<file path="config.mk">
export PLATFORM = sky130hd
export DESIGN_NAME = wb_regfile
export DESIGN_NICKNAME = d
export VERILOG_FILES = /design/src/rtl/wb_regfile.sv
export SDC_FILE = /design/constraint.sdc
export NUM_CORES = 1
export LEC_CHECK = 0
export BUFFER_PORTS_ARGS = -buffer_cell sky130_fd_sc_hd__buf_2
export CORE_MARGIN = 4
export CORE_UTILIZATION = 30
export CTS_BUF_LIST = sky130_fd_sc_hd__clkbuf_16
export DETAILED_ROUTE_END_ITERATION = 6
export SYNTH_ARGS = -nofsm -noshare
export SYNTH_HDL_FRONTEND = slang
export SYNTH_SLANG_ARGS = --single-unit
</file>
<file path="constraint.sdc">
create_clock -name clk -period 1.6 [get_ports clk]
set_clock_uncertainty 0.05 [all_clocks]
set_input_delay 0.08 -clock clk [delete_from_list [all_inputs] [get_ports clk]]
set_output_delay 0.08 -clock clk [all_outputs]
set_load 0.01 [all_outputs]
</file>
<file path="src/rtl/wb_regfile.sv">
// rtl/wb_regfile.sv - architectural register file with write-back bypass and pending-write scoreboard
//
// Purpose
//   Consumer end of the write-back path. Holds NREG architectural registers,
//   commits the write-back result each cycle and forwards it to same-cycle
//   reads. A small saturating counter per register tracks how many issued
//   writes to that register have not yet retired; decode uses the resulting
//   stall flag to avoid read-after-write hazards.
//
// Ports
//   clk        in   1      clock, all state updates on rising edge
//   rst_n      in   1      asynchronous active-low reset
//   issue_en   in   1      decode issues an instruction that will retire to issue_dst
//   issue_dst  in   AW     destination register of the issuing instruction
//   wb_retire  in   1      an instruction counted at issue retires this cycle
//   wb_en      in   1      retiring instruction writes (0 = squashed, count still released)
//   wb_dst     in   AW     destination of the retiring instruction
//   WB         in   WIDTH  write-back data
//   rd_addr1   in   AW     source register 1
//   rd_need1   in   1      source 1 is used by the decoding instruction
//   rd_addr2   in   AW     source register 2
//   rd_need2   in   1      source 2 is used by the decoding instruction
//   rd_data1   out  WIDTH  source 1 data, combinational, with write-back bypass
//   rd_data2   out  WIDTH  source 2 data, combinational, with write-back bypass
//   stall      out  1      combinational RAW hazard on either used source
//   busy       out  1      registered: some pending counter is nonzero
//   err        out  1      registered sticky: counter overflow or underflow seen

module wb_regfile #(
    parameter int WIDTH = 16,
    parameter int NREG  = 8,
    parameter int AW    = 3,
    parameter int CNTW  = 2
) (
    input  logic             clk,
    input  logic             rst_n,
    input  logic             issue_en,
    input  logic [AW-1:0]    issue_dst,
    input  logic             wb_retire,
    input  logic             wb_en,
    input  logic [AW-1:0]    wb_dst,
    input  logic [WIDTH-1:0] WB,
    input  logic [AW-1:0]    rd_addr1,
    input  logic             rd_need1,
    input  logic [AW-1:0]    rd_addr2,
    input  logic             rd_need2,
    output logic [WIDTH-1:0] rd_data1,
    output logic [WIDTH-1:0] rd_data2,
    output logic             stall,
    output logic             busy,
    output logic             err
);

    localparam logic [CNTW-1:0] PEND_MAX  = '1;
    localparam logic [CNTW-1:0] PEND_ZERO = '0;
    localparam logic [CNTW-1:0] PEND_ONE  = CNTW'(1);

    logic [WIDTH-1:0] regs_q [NREG];
    logic [CNTW-1:0]  pend_q [NREG];
    logic [CNTW-1:0]  pend_d [NREG];
    logic             busy_q, busy_d;
    logic             err_q,  err_d;

    // Per-register issue / retire strobes decoded from the two address ports.
    logic [NREG-1:0]  inc_v;
    logic [NREG-1:0]  dec_v;

    always_comb begin
        inc_v = '0;
        dec_v = '0;
        for (int r = 0; r < NREG; r++) begin
            inc_v[r] = issue_en  && (issue_dst == AW'(r));
            dec_v[r] = wb_retire && (wb_dst    == AW'(r));
        end
    end

    // Counter next state. Issue and retire to the same register cancel out.
    // At the limits the counter saturates instead of wrapping, and the event
    // is latched in err so a bookkeeping bug upstream is never silent.
    always_comb begin
        pend_d = pend_q;
        err_d  = err_q;
        busy_d = 1'b0;
        for (int r = 0; r < NREG; r++) begin
            case ({inc_v[r], dec_v[r]})
                2'b10: begin
                    if (pend_q[r] == PEND_MAX) begin
                        err_d = 1'b1;
                    end else begin
                        pend_d[r] = pend_q[r] + PEND_ONE;
                    end
                end
                2'b01: begin
                    if (pend_q[r] == PEND_ZERO) begin
                        err_d = 1'b1;
                    end else begin
                        pend_d[r] = pend_q[r] - PEND_ONE;
                    end
                end
                default: begin
                end
            endcase
            busy_d = busy_d | (pend_d[r] != PEND_ZERO);
        end
    end

    always_ff @(posedge clk or negedge rst_n) begin
        if (!rst_n) begin
            for (int r = 0; r < NREG; r++) begin
                pend_q[r] <= '0;
            end
            busy_q <= 1'b0;
            err_q  <= 1'b0;
        end else begin
            pend_q <= pend_d;
            busy_q <= busy_d;
            err_q  <= err_d;
        end
    end

    // Register array write port. The retire strobe alone releases the
    // counter; only a non-squashed retire touches the data.
    always_ff @(posedge clk or negedge rst_n) begin
        if (!rst_n) begin
            for (int r = 0; r < NREG; r++) begin
                regs_q[r] <= '0;
            end
        end else if (wb_retire && wb_en) begin
            regs_q[wb_dst] <= WB;
        end
    end

    // Read side: bypass and hazard detection.
    logic hit1, hit2;
    logic byp1, byp2;
    logic haz1, haz2;

    always_comb begin
        hit1 = wb_retire && (wb_dst == rd_addr1);
        hit2 = wb_retire && (wb_dst == rd_addr2);
        byp1 = hit1 && wb_en;
        byp2 = hit2 && wb_en;

        rd_data1 = byp1 ? WB : regs_q[rd_addr1];
        rd_data2 = byp2 ? WB : regs_q[rd_addr2];

        // A retire to the source releases one pending write this cycle. If
        // that was the last one the value is already final (bypassed, or the
        // old register contents when squashed); a younger outstanding write
        // keeps the hazard alive.
        haz1 = rd_need1 && (pend_q[rd_addr1] > (hit1 ? PEND_ONE : PEND_ZERO));
        haz2 = rd_need2 && (pend_q[rd_addr2] > (hit2 ? PEND_ONE : PEND_ZERO));

        stall = haz1 | haz2;
    end

    assign busy = busy_q;
    assign err  = err_q;

endmodule
</file>
==> results of run 1 <==
==> critical path, delay by kind of cell, from the launching register on <==
kind,cells,cell delay (ns)
DFF,1,0.42
buffers and inverters,1,0.12
adders and majority gates,1,0.26
muxes,2,0.62
AOI/OAI and AO/OA,2,0.30
==> final cells by class <==
type | instances | area (um2)
fill | 2795 | 18000
timing repair buffer | 218 | 1800
clock inverter | 15 | 109
inverter | 27 | 101
multi-input combinational | 468 | 5120
sequential | 146 | 3660
clock buffer | 17 | 425
tap | 390 | 488
==> flip-flops by register name, summed over array words and instances, names as in the netlist <==
register / cells
busy: 1
regs_q: 128
pend_q: 16
err: 1
==> repair_timing <==
| item | CTS | global route |
|---|---|---|
| resized for setup | 22 | 21 |
| cloned | 0 | 1 |
| hold buffers | 17 | 0 |
| pin swaps | 5 | 11 |
| hold endpoints to repair | 272 | 0 |
| setup buffers | 6 | 12 |
| setup endpoints to repair | 35 | 35 |
==> kinds of logic (layout without fill, tap and decap cells) <==
logic type / Yosys count / after routing
XOR/XNOR: 6 / 6
AND/OR/NAND/NOR: 118 / 118
flip-flops: 146 / 146
buffers and inverters: 81 / 277
multiplexers: 236 / 236
AO/OA/AOI/OAI: 90 / 90
adder cells (fa/ha/maj): 18 / 18
==> Yosys cell counts, drive strengths merged (2+ instances only) <==
cell type	instances	area, um2
nor4b	2	17.5
o22ai	7	43.8
clkbuf	23	86.3
mux4	72	1620
mux2	128	1520
and2	2	12.5
nor2b	6	37.5
nand4	3	18.8
nand2	66	298
a21oi	15	75.1
ha	18	225
a22oi	6	45.0
nor3	3	37.5
nor4	5	61.3
a221o	2	20.0
nor2	17	109
o21ai	55	275
nand3	4	20.0
xor2	6	52.6
buf	31	245
mux2i	36	360
inv	27	101
and3b	4	35.0
dfrtp	146	3650
nand2b	5	38.8
==> metal layers <==
layer  wire, um  share of wire
met1      10700           0.43
met2      12500           0.51
met3        881          0.036
met4        442          0.018
met5         13        0.00053
==> power by group through the flow <==
stage / registers, mW / clock network [mW] / logic [mW]
finish: 5.05 / 3.67 / 3.41
global route: 5.15 / 3.94 / 3.74
CTS: 5.03 / 3.74 / 3.36
detailed placement: 5.08 / 0 / 3.22
global placement: 5.04 / 0 / 3.15
floorplan: 4.92 / 0 / 2.23
==> worst max-delay path by stage <==
| stage | start | endpoint | slack (ns) | cells after the start |
|---|---|---|---|---|
| after floorplan | wb_dst[2] | busy | -0.15 | 10 |
| after global placement | issue_dst[1] | busy | -0.46 | 10 |
| after detailed placement | issue_dst[1] | busy | -0.47 | 10 |
| after CTS | pend_q[4] | stall | -0.73 | 6 |
| after global routing | pend_q[4] | stall | -0.80 | 6 |
| final | pend_q[4] | stall | -0.68 | 6 |
==> through the flow <==
stage                     total power [mW]  setup slack, ns  setup TNS (ns)   util
after floorplan                       7.15           -0.146          -0.382      -
after global placement                8.20           -0.456           -7.26  0.360
after detailed placement              8.30           -0.469           -7.78  0.360
after CTS                             12.1           -0.726           -8.60  0.387
after global routing                  12.8           -0.799          -10.84  0.394
final                                 12.1           -0.685           -7.70  0.394
==> cell usage in the layout (no fill, tap or decap), types with 5 or more instances in the layout <==
cell type,count
buf_4,108
dlygate4sd3_1,17
a21oi_1,12
nand2_1,55
ha_1,16
o22ai_1,5
nor2_1,11
nand2_2,6
nor2_4,6
nor2b_1,6
mux4_2,72
dfrtp_1,144
a22oi_1,6
o21ai_1,31
clkbuf_16,18
mux2i_1,28
xor2_1,6
mux2_2,48
inv_1,29
o21ai_2,8
buf_12,21
mux2i_2,8
mux2_4,20
mux2_1,60
nand2_4,5
buf_2,68
o21ai_0,16
==> flow_summary.yaml, run 1 <==
cts:
  cts.sinks: 146
  clk_pin_slew_ns: 0.07
  cts_buffers: 17
  cts_tree: "yes"
  cts_root_buf: "clkbuf_16"
  htreeDepth: 4
  clkLatencyLatePin_ns: 0.43
  cts_buffer_depth: 2
timing:
  rsz0062_at_grt: "yes"
  hold_violations: 0
  fmax_ghz: 0.438
  maxSlewViolCount: 0
  hold_ws_ns: 0.0887
  worst_slew_pin_slew_ns: 0.436
  finalCritPeriodShare: 1.43
  fin_crit_ns: 2.28
  setup_viol_count_final: 35
  fin_ws_ns: -0.685
  max_slew_margin: 0.706
logic_synthesis:
  ys_async_sr_fraction: 1.00
  ys_ff_latch: 146
  syn-mean-instance-area_um2: 13.0
  yosys_warnings: 0
  synth-simple-area-share: 0.0768
  syn_inst: 695
  synth_compound_area_frac: 0.0551
  synth_fa_ha_area_frac: 0.0249
  synth_edf_count: 0
  yosys.cell_types.count: 42
  yosysSeqAreaShare: 0.403
  synth_top_family_by_area: "multiplexers"
  synthesis.area_um2: 9060
  ys.flop_type: "dfrtp_1"
  syn_nets: 748
  synth_mux_area_frac: 0.386
  synth_xor_area_frac: 0.00580
routing:
  drt_pass1_iterations: 4
  post-route-drc-count: 0
  vias: 6341
  viasPerCell: 4.95
  drt-total-wl_mm: 24.5
  drt_iter0_drc: 344
  wire_per_inst_um: 19.2
  final_antenna_net_count: 0
pwr:
  combPwrFrac: 0.281
  powerDensity_nw_per_um2: 1040
  p_int_mw: 8.52
  power_leakage_nw: 5.22
  switchingPower_mw: 3.60
  seqPwrFrac: 0.416
  peakVddDrop_mv: 0.699
  p_clk_frac: 0.303
  sw_frac_of_total: 0.297
die:
  io_pins: 70
  die_h_um: 182
  row_count: 63
  die-width_um: 182
  initial_core_util: 0.305
  die_area_um2: 33000
  core_um2: 29700
cells_and_area:
  fin_nets: 931
  layoutNonFillerInstCount: 1281
  area_growth_pct: 29.2
  antenna_cells: 0
  drive_gt1_frac: 0.474
  final_area_um2: 11700
worst_setup_path:
  required_ns: 1.47
  r2r_end: "err"
  end_kind: "output pin"
  critical-path-max-stage-delay_ns: 0.47
  cp_cell_sequence: "mux4_2, mux2i_1, ha_1, o21ai_2, a22o_1, buf_2"
  rr_startpoint: "pend_q[6]"
  crit_arrival_ns: 2.15
  startpoint_type: "flip-flop"
  slowest_stage: "mux4_2"
  r2r_cells: 6
  crit_type: "flip-flop to output pin"
  path_max_fanout: 3
  rrSetupSlack_ns: -0.08
global_routing:
  grt_pass1_vias: 6731
  top_usage_layer: "met2"
  antenna_found_initial: 1
  grt_pass1_wl_mm: 38.5
  grt.total_usage: 0.150
  grt.overflow.total: 0
  grt_use_met2: 0.260
  use_met1: 0.196
  use_met3: 0.0268
  grt_max_degree: 45
placed_design:
  gp_congestion: 0.806
  place.detailed.hpwl_mm: 17.0
  io_buffers: 69
  postPlaceCellArea_um2: 10700
  placed_cells: 1216
outcome:
  violations: "negative setup slack"
  status: "finished, violations left"
run:
  drv_cap: 0
worst_hold_path:
  hold_class: "input port to asynchronous set/reset pin"
(Power assumes the default switching activity.)
==> run 2: changes to the inputs <==
==> constraint.sdc (replaced) <==
create_clock -name clk -period 2.8 [get_ports clk]
set_clock_uncertainty 0.05 [all_clocks]
set_input_delay 0.14 -clock clk [delete_from_list [all_inputs] [get_ports clk]]
set_output_delay 0.14 -clock clk [all_outputs]
set_load 0.05 [all_outputs]
==> run 2 against run 1 <==
  * The run now ends clean
  * Combinational power fell by 37%
  * Flip-flop and latch count unchanged
  * Final cell count is 10% lower
  * Non-clock buffer count fell by 130
  * Core utilization decreased by 4.9 points
  * Critical path type unchanged
  * Largest power group unchanged
  * Highest routed layer unchanged
==> flow_summary.yaml, run 2 (same netlist as run 1, synthesis figures left out) <==
global_routing:
  grt.total_usage: 0.143
  antenna_found_initial: 1
  grt.overflow.total: 0
  grt_max_degree: 78
  grt_pass1_vias: 6262
  grt_pass1_wl_mm: 36.7
die:
  die-width_um: 182
  die_h_um: 182
  initial_core_util: 0.305
  io_pins: 70
  core_um2: 29700
  row_count: 63
  die_area_um2: 33000
routing:
  wl_met3_um: 949
  drt-total-wl_mm: 23.2
  wire_per_inst_um: 20.1
  viasPerCell: 5.11
  wl_met1_mm: 10.4
  final_antenna_net_count: 0
  wl_met2_mm: 11.4
  drt_iter0_drc: 287
  post-route-drc-count: 0
  highest_layer: "met5"
  drt_pass1_iterations: 5
  vias: 5878
worst_setup_path:
  crit_arrival_ns: 2.46
  startpoint_type: "flip-flop"
  critical-path-max-stage-delay_ns: 0.50
  r2r_end: "err"
  cp_cell_sequence: "mux4_2, mux2i_1, ha_1, o21ai_1, a22o_1, buf_2"
  rr_startpoint: "pend_q[10]"
  required_ns: 2.61
  rrSetupSlack_ns: 0.96
  slowest_stage: "mux4_2"
  crit_buf_inv: 1
  crit_type: "flip-flop to output pin"
  end_kind: "output pin"
  cpLargestDelayFamily: "multiplexers"
  r2r_cells: 5
  path_max_fanout: 9
cts:
  cts_buffer_depth: 2
  clk_pin_slew_ns: 0.06
  cts_tree: "yes"
  clkLatencyLatePin_ns: 0.42
  cts.sinks: 146
  cts_buffers: 17
  cts_setup_buffers: 0
  htreeDepth: 4
  ctsResizeCount: 0
  cts_root_buf: "clkbuf_16"
  holdBufCountCts: 1
pwr:
  powerDensity_nw_per_um2: 697
  switchingPower_mw: 2.41
  p_int_mw: 4.74
  peakVddDrop_mv: 0.432
  p_clk_frac: 0.292
  seqPwrFrac: 0.406
  combPwrFrac: 0.302
  power_leakage_nw: 4.48
  sw_frac_of_total: 0.337
run:
  drv_cap: 0
timing:
  rsz0062_at_grt: "no"
  max_slew_margin: 0.516
  fin_crit_ns: 2.65
  finalCritPeriodShare: 0.946
  hold_violations: 0
  worst_slew_pin_slew_ns: 0.726
  tns_ns: 0
  maxSlewViolCount: 0
  setup_viol_count_final: 0
  hold_ws_ns: 0.0161
  fmax_ghz: 0.377
worst_hold_path:
  hold_class: "input port to flip-flop"
  min_from: "WB[7]"
  min_to: "regs_q[55]"
  hold_depth: 2
cells_and_area:
  area_growth_pct: 13.2
  largestRegisters: "regs_q x128, pend_q x16"
  final_common_cell: "dfrtp_1"
  drive_gt1_frac: 0.359
  layout_common_cells: "146 x dfrtp_1, 72 x mux4_2, 68 x buf_2"
  top_register: "regs_q"
  antenna_cells: 0
  largest_reg_flops: 128
  fin_nets: 801
placed_design:
  io_buffers: 69
  place.detailed.hpwl_mm: 15.7
  gp_congestion: 0.784
outcome:
  status: "completed"
[run 2: cell count changes in the layout (fill, tap and decap cells not counted), sizes merged]
cell,previous run,this run
clkbuf,18,17
clkinvlp,4,2
bufinv,0,1
clkinv,4,8
dlygate4sd3,17,1
inv,34,30
buf,200,87
[run 2: final cells by class]
class                   instances  area (um2)
clock buffers                  17         425
clock inverters                14         100
fillers                      2866       19500
inverters                      27         101
multi-input cells             468        4970
flip-flops and latches        146        3650
well taps                     390         488
repair buffers                 88         509
[run 2: metrics by stage]
step                utilization  setup WS, ns  total power [mW]  cell area [um2]  instances
global placement          0.327         0.563              5.04             9710       1118
CTS                       0.345         0.176              7.21            10200       1150
finish                    0.345         0.150              7.15            10200       1150
global route              0.345        0.0703              7.50            10200       1150
detailed placement        0.327         0.554              5.11             9710       1118
floorplan                     -         0.578              4.56             9060        695
[run 2: worst reg2reg max path, delay by kind of cell, from the launching register on]
| kind | cells | cell delay [ns] |
|---|---|---|
| AO/OA/AOI/OAI | 4 | 0.94 |
| flip-flops | 1 | 0.49 |
| AND/OR/NAND/NOR | 1 | 0.21 |
[run 2: worst max path at each step]
stage	startpoint	end	slack [ns]	cells past startpoint
after CTS	pend_q[6]	stall	0.18	6
after global routing	pend_q[6]	stall	0.07	6
after detailed placement	wb_dst[2]	err	0.55	9
after global placement	wb_dst[1]	busy	0.56	10
after floorplan	rd_addr2[1]	rd_data2[11]	0.58	5
final	pend_q[10]	stall	0.15	6
[run 2: layer usage]
layer	up-vias	global-route usage
met5	-	0
met4	2	0.0288
met3	29	0.0329
met2	149	0.240
met1	3002	0.192
li1	2696	-
[run 2: power groups by stage]
stage / clock network [mW] / registers [mW] / logic [mW]
detailed placement: 0 / 2.92 / 2.19
CTS: 2.13 / 2.89 / 2.20
finish: 2.09 / 2.90 / 2.16
floorplan: 0 / 2.84 / 1.71
global route: 2.22 / 2.96 / 2.33
global placement: 0 / 2.89 / 2.15
==> run 3: changes to the inputs <==
--- a/config.mk
+++ b/config.mk
@@ -10,6 +10,7 @@
 export CORE_UTILIZATION = 30
 export CTS_BUF_LIST = sky130_fd_sc_hd__clkbuf_16
 export DETAILED_ROUTE_END_ITERATION = 6
+export RECOVER_POWER = 100
 export SYNTH_ARGS = -nofsm -noshare
 export SYNTH_HDL_FRONTEND = slang
 export SYNTH_SLANG_ARGS = --single-unit
==> run 3 against run 2 <==
  * The run now ends with max-capacitance violations, max-slew violations left
  * Worst setup slack worse by 0.0031 ns
  * First-iteration DRC count is 1.4% lower
  * Cell area is 2.4% lower
  * Critical path type unchanged
  * Critical endpoint unchanged
  * Highest routed layer unchanged
==> flow_summary.yaml, run 3 (same netlist as run 1, synthesis figures left out) <==
timing:
  setup_viol_count_final: 0
  finalCritPeriodShare: 0.947
  fin_crit_ns: 2.65
  max_slew_margin: -0.290
  hold_violations: 0
  fmax_ghz: 0.377
  rsz0062_at_grt: "no"
  maxSlewViolCount: 78
  worst_slew_pin_slew_ns: 1.93
  hold_ws_ns: 0.0102
  tns_ns: 0
cts:
  cts_buffers: 17
  cts_setup_buffers: 0
  cts_root_buf: "clkbuf_16"
  cts_tree: "yes"
  cts.sinks: 146
  cts_buffer_depth: 2
  clk_pin_slew_ns: 0.06
  htreeDepth: 4
  clkLatencyLatePin_ns: 0.42
routing:
  viasPerCell: 5.12
  drt-total-wl_mm: 23.1
  drt_pass1_iterations: 4
  drt_iter0_drc: 283
  wire_per_inst_um: 20.1
  vias: 5885
  post-route-drc-count: 0
  final_antenna_net_count: 0
worst_setup_path:
  path_max_fanout: 9
  r2r_cells: 5
  end_kind: "output pin"
  crit_arrival_ns: 2.46
  crit_type: "flip-flop to output pin"
  startpoint_type: "flip-flop"
  required_ns: 2.61
global_routing:
  grt_pass1_vias: 6262
  grt.total_usage: 0.143
  antenna_found_initial: 1
  grt_pass1_wl_mm: 36.7
  grt.overflow.total: 0
  grt_max_degree: 78
cells_and_area:
  layoutNonFillerInstCount: 1150
  final_common_cell: "dfrtp_1"
  final_util: 0.337
  largest_reg_flops: 128
  drive_gt1_frac: 0.283
  antenna_cells: 0
  area_growth_pct: 10.5
  top_register: "regs_q"
  multi_input_area_um2: 4770
  final_area_um2: 10000
  largestRegisters: "regs_q x128, pend_q x16"
  regArea_um2: 3650
  fin_nets: 801
  fill_cells: 2920
  layout_common_cells: "146 x dfrtp_1, 80 x mux2_1, 72 x mux4_2"
outcome:
  status: "finished, violations left"
  violations: "max-capacitance violations, max-slew violations"
pwr:
  combPwrFrac: 0.293
  power_leakage_nw: 4.26
  sw_frac_of_total: 0.339
  switchingPower_mw: 2.39
  p_int_mw: 4.66
  powerDensity_nw_per_um2: 705
  p_clk_frac: 0.296
  peakVddDrop_mv: 0.421
  seqPwrFrac: 0.411
placed_design:
  postPlaceCellArea_um2: 9710
  place.detailed.hpwl_mm: 15.7
  placed_cells: 1118
  io_buffers: 69
  gp_congestion: 0.784
die:
  io_pins: 70
  die_area_um2: 33000
  row_count: 63
  core_um2: 29700
  initial_core_util: 0.305
  die_h_um: 182
  die-width_um: 182
worst_hold_path:
  hold_class: "input port to flip-flop"
  hold_depth: 2
run:
  drv_cap: 1
## run 3: final cells by class
type                       instances  share of cell area
tap                              390              0.0488
sequential                       146               0.365
timing repair buffer              88              0.0463
inverter                          27              0.0101
clock buffer                      17              0.0425
multi-input combinational        468               0.477
clock inverter                    14              0.0100
## run 3: power by group through the flow
stage	Sequential (mW)	Combinational, mW	Clock (mW)
floorplan	2.84	1.71	0
global route	2.96	2.23	2.22
finish	2.90	2.07	2.08
global placement	2.89	2.15	0
detailed placement	2.92	2.19	0
CTS	2.89	2.20	2.13
## run 3: path summary, 6_finish.rpt
path	startpoint	endpoint	slack [ns]
max	pend_q[6]	stall	0.15
min	WB[6]	regs_q[70]	0.01
max reg2reg	pend_q[10]	err	0.95
min reg2reg	regs_q[22]	regs_q[22]	0.45
max in group asynchronous	rst_n	regs_q[44]	0.56
min in group asynchronous	rst_n	regs_q[38]	0.76
## run 3: timing repair
item,4_1_cts,5_1_grt
hold endpoints to repair,73,0
setup endpoints to repair,0,0
gates resized for setup,0,0
hold buffers,1,0
## run 3: critical path, stage by stage, from the launching register on
cell and delay, ns:
dfrtp_1 0.49, mux4_2 0.49, mux2i_1 0.16, ha_1 0.25, o21ai_1 0.19, a22o_1 0.18, clkbuf_2 0.28
## run 3: routing by layer
layer / vias to the layer above / wire length, um / GRT usage
li1: 2703 / - / -
met1: 3000 / 10100 / 0.192
met2: 160 / 11500 / 0.240
met3: 20 / 1320 / 0.0329
met4: 2 / 215 / 0.0288
met5: - / 7 / 0
## run 3: stage by stage
step | setup slack (ns) | total power [mW]
after floorplan | 0.578 | 4.56
after global placement | 0.563 | 5.04
after detailed placement | 0.554 | 5.11
after CTS | 0.176 | 7.21
after global routing | 0.0502 | 7.41
final | 0.147 | 7.05
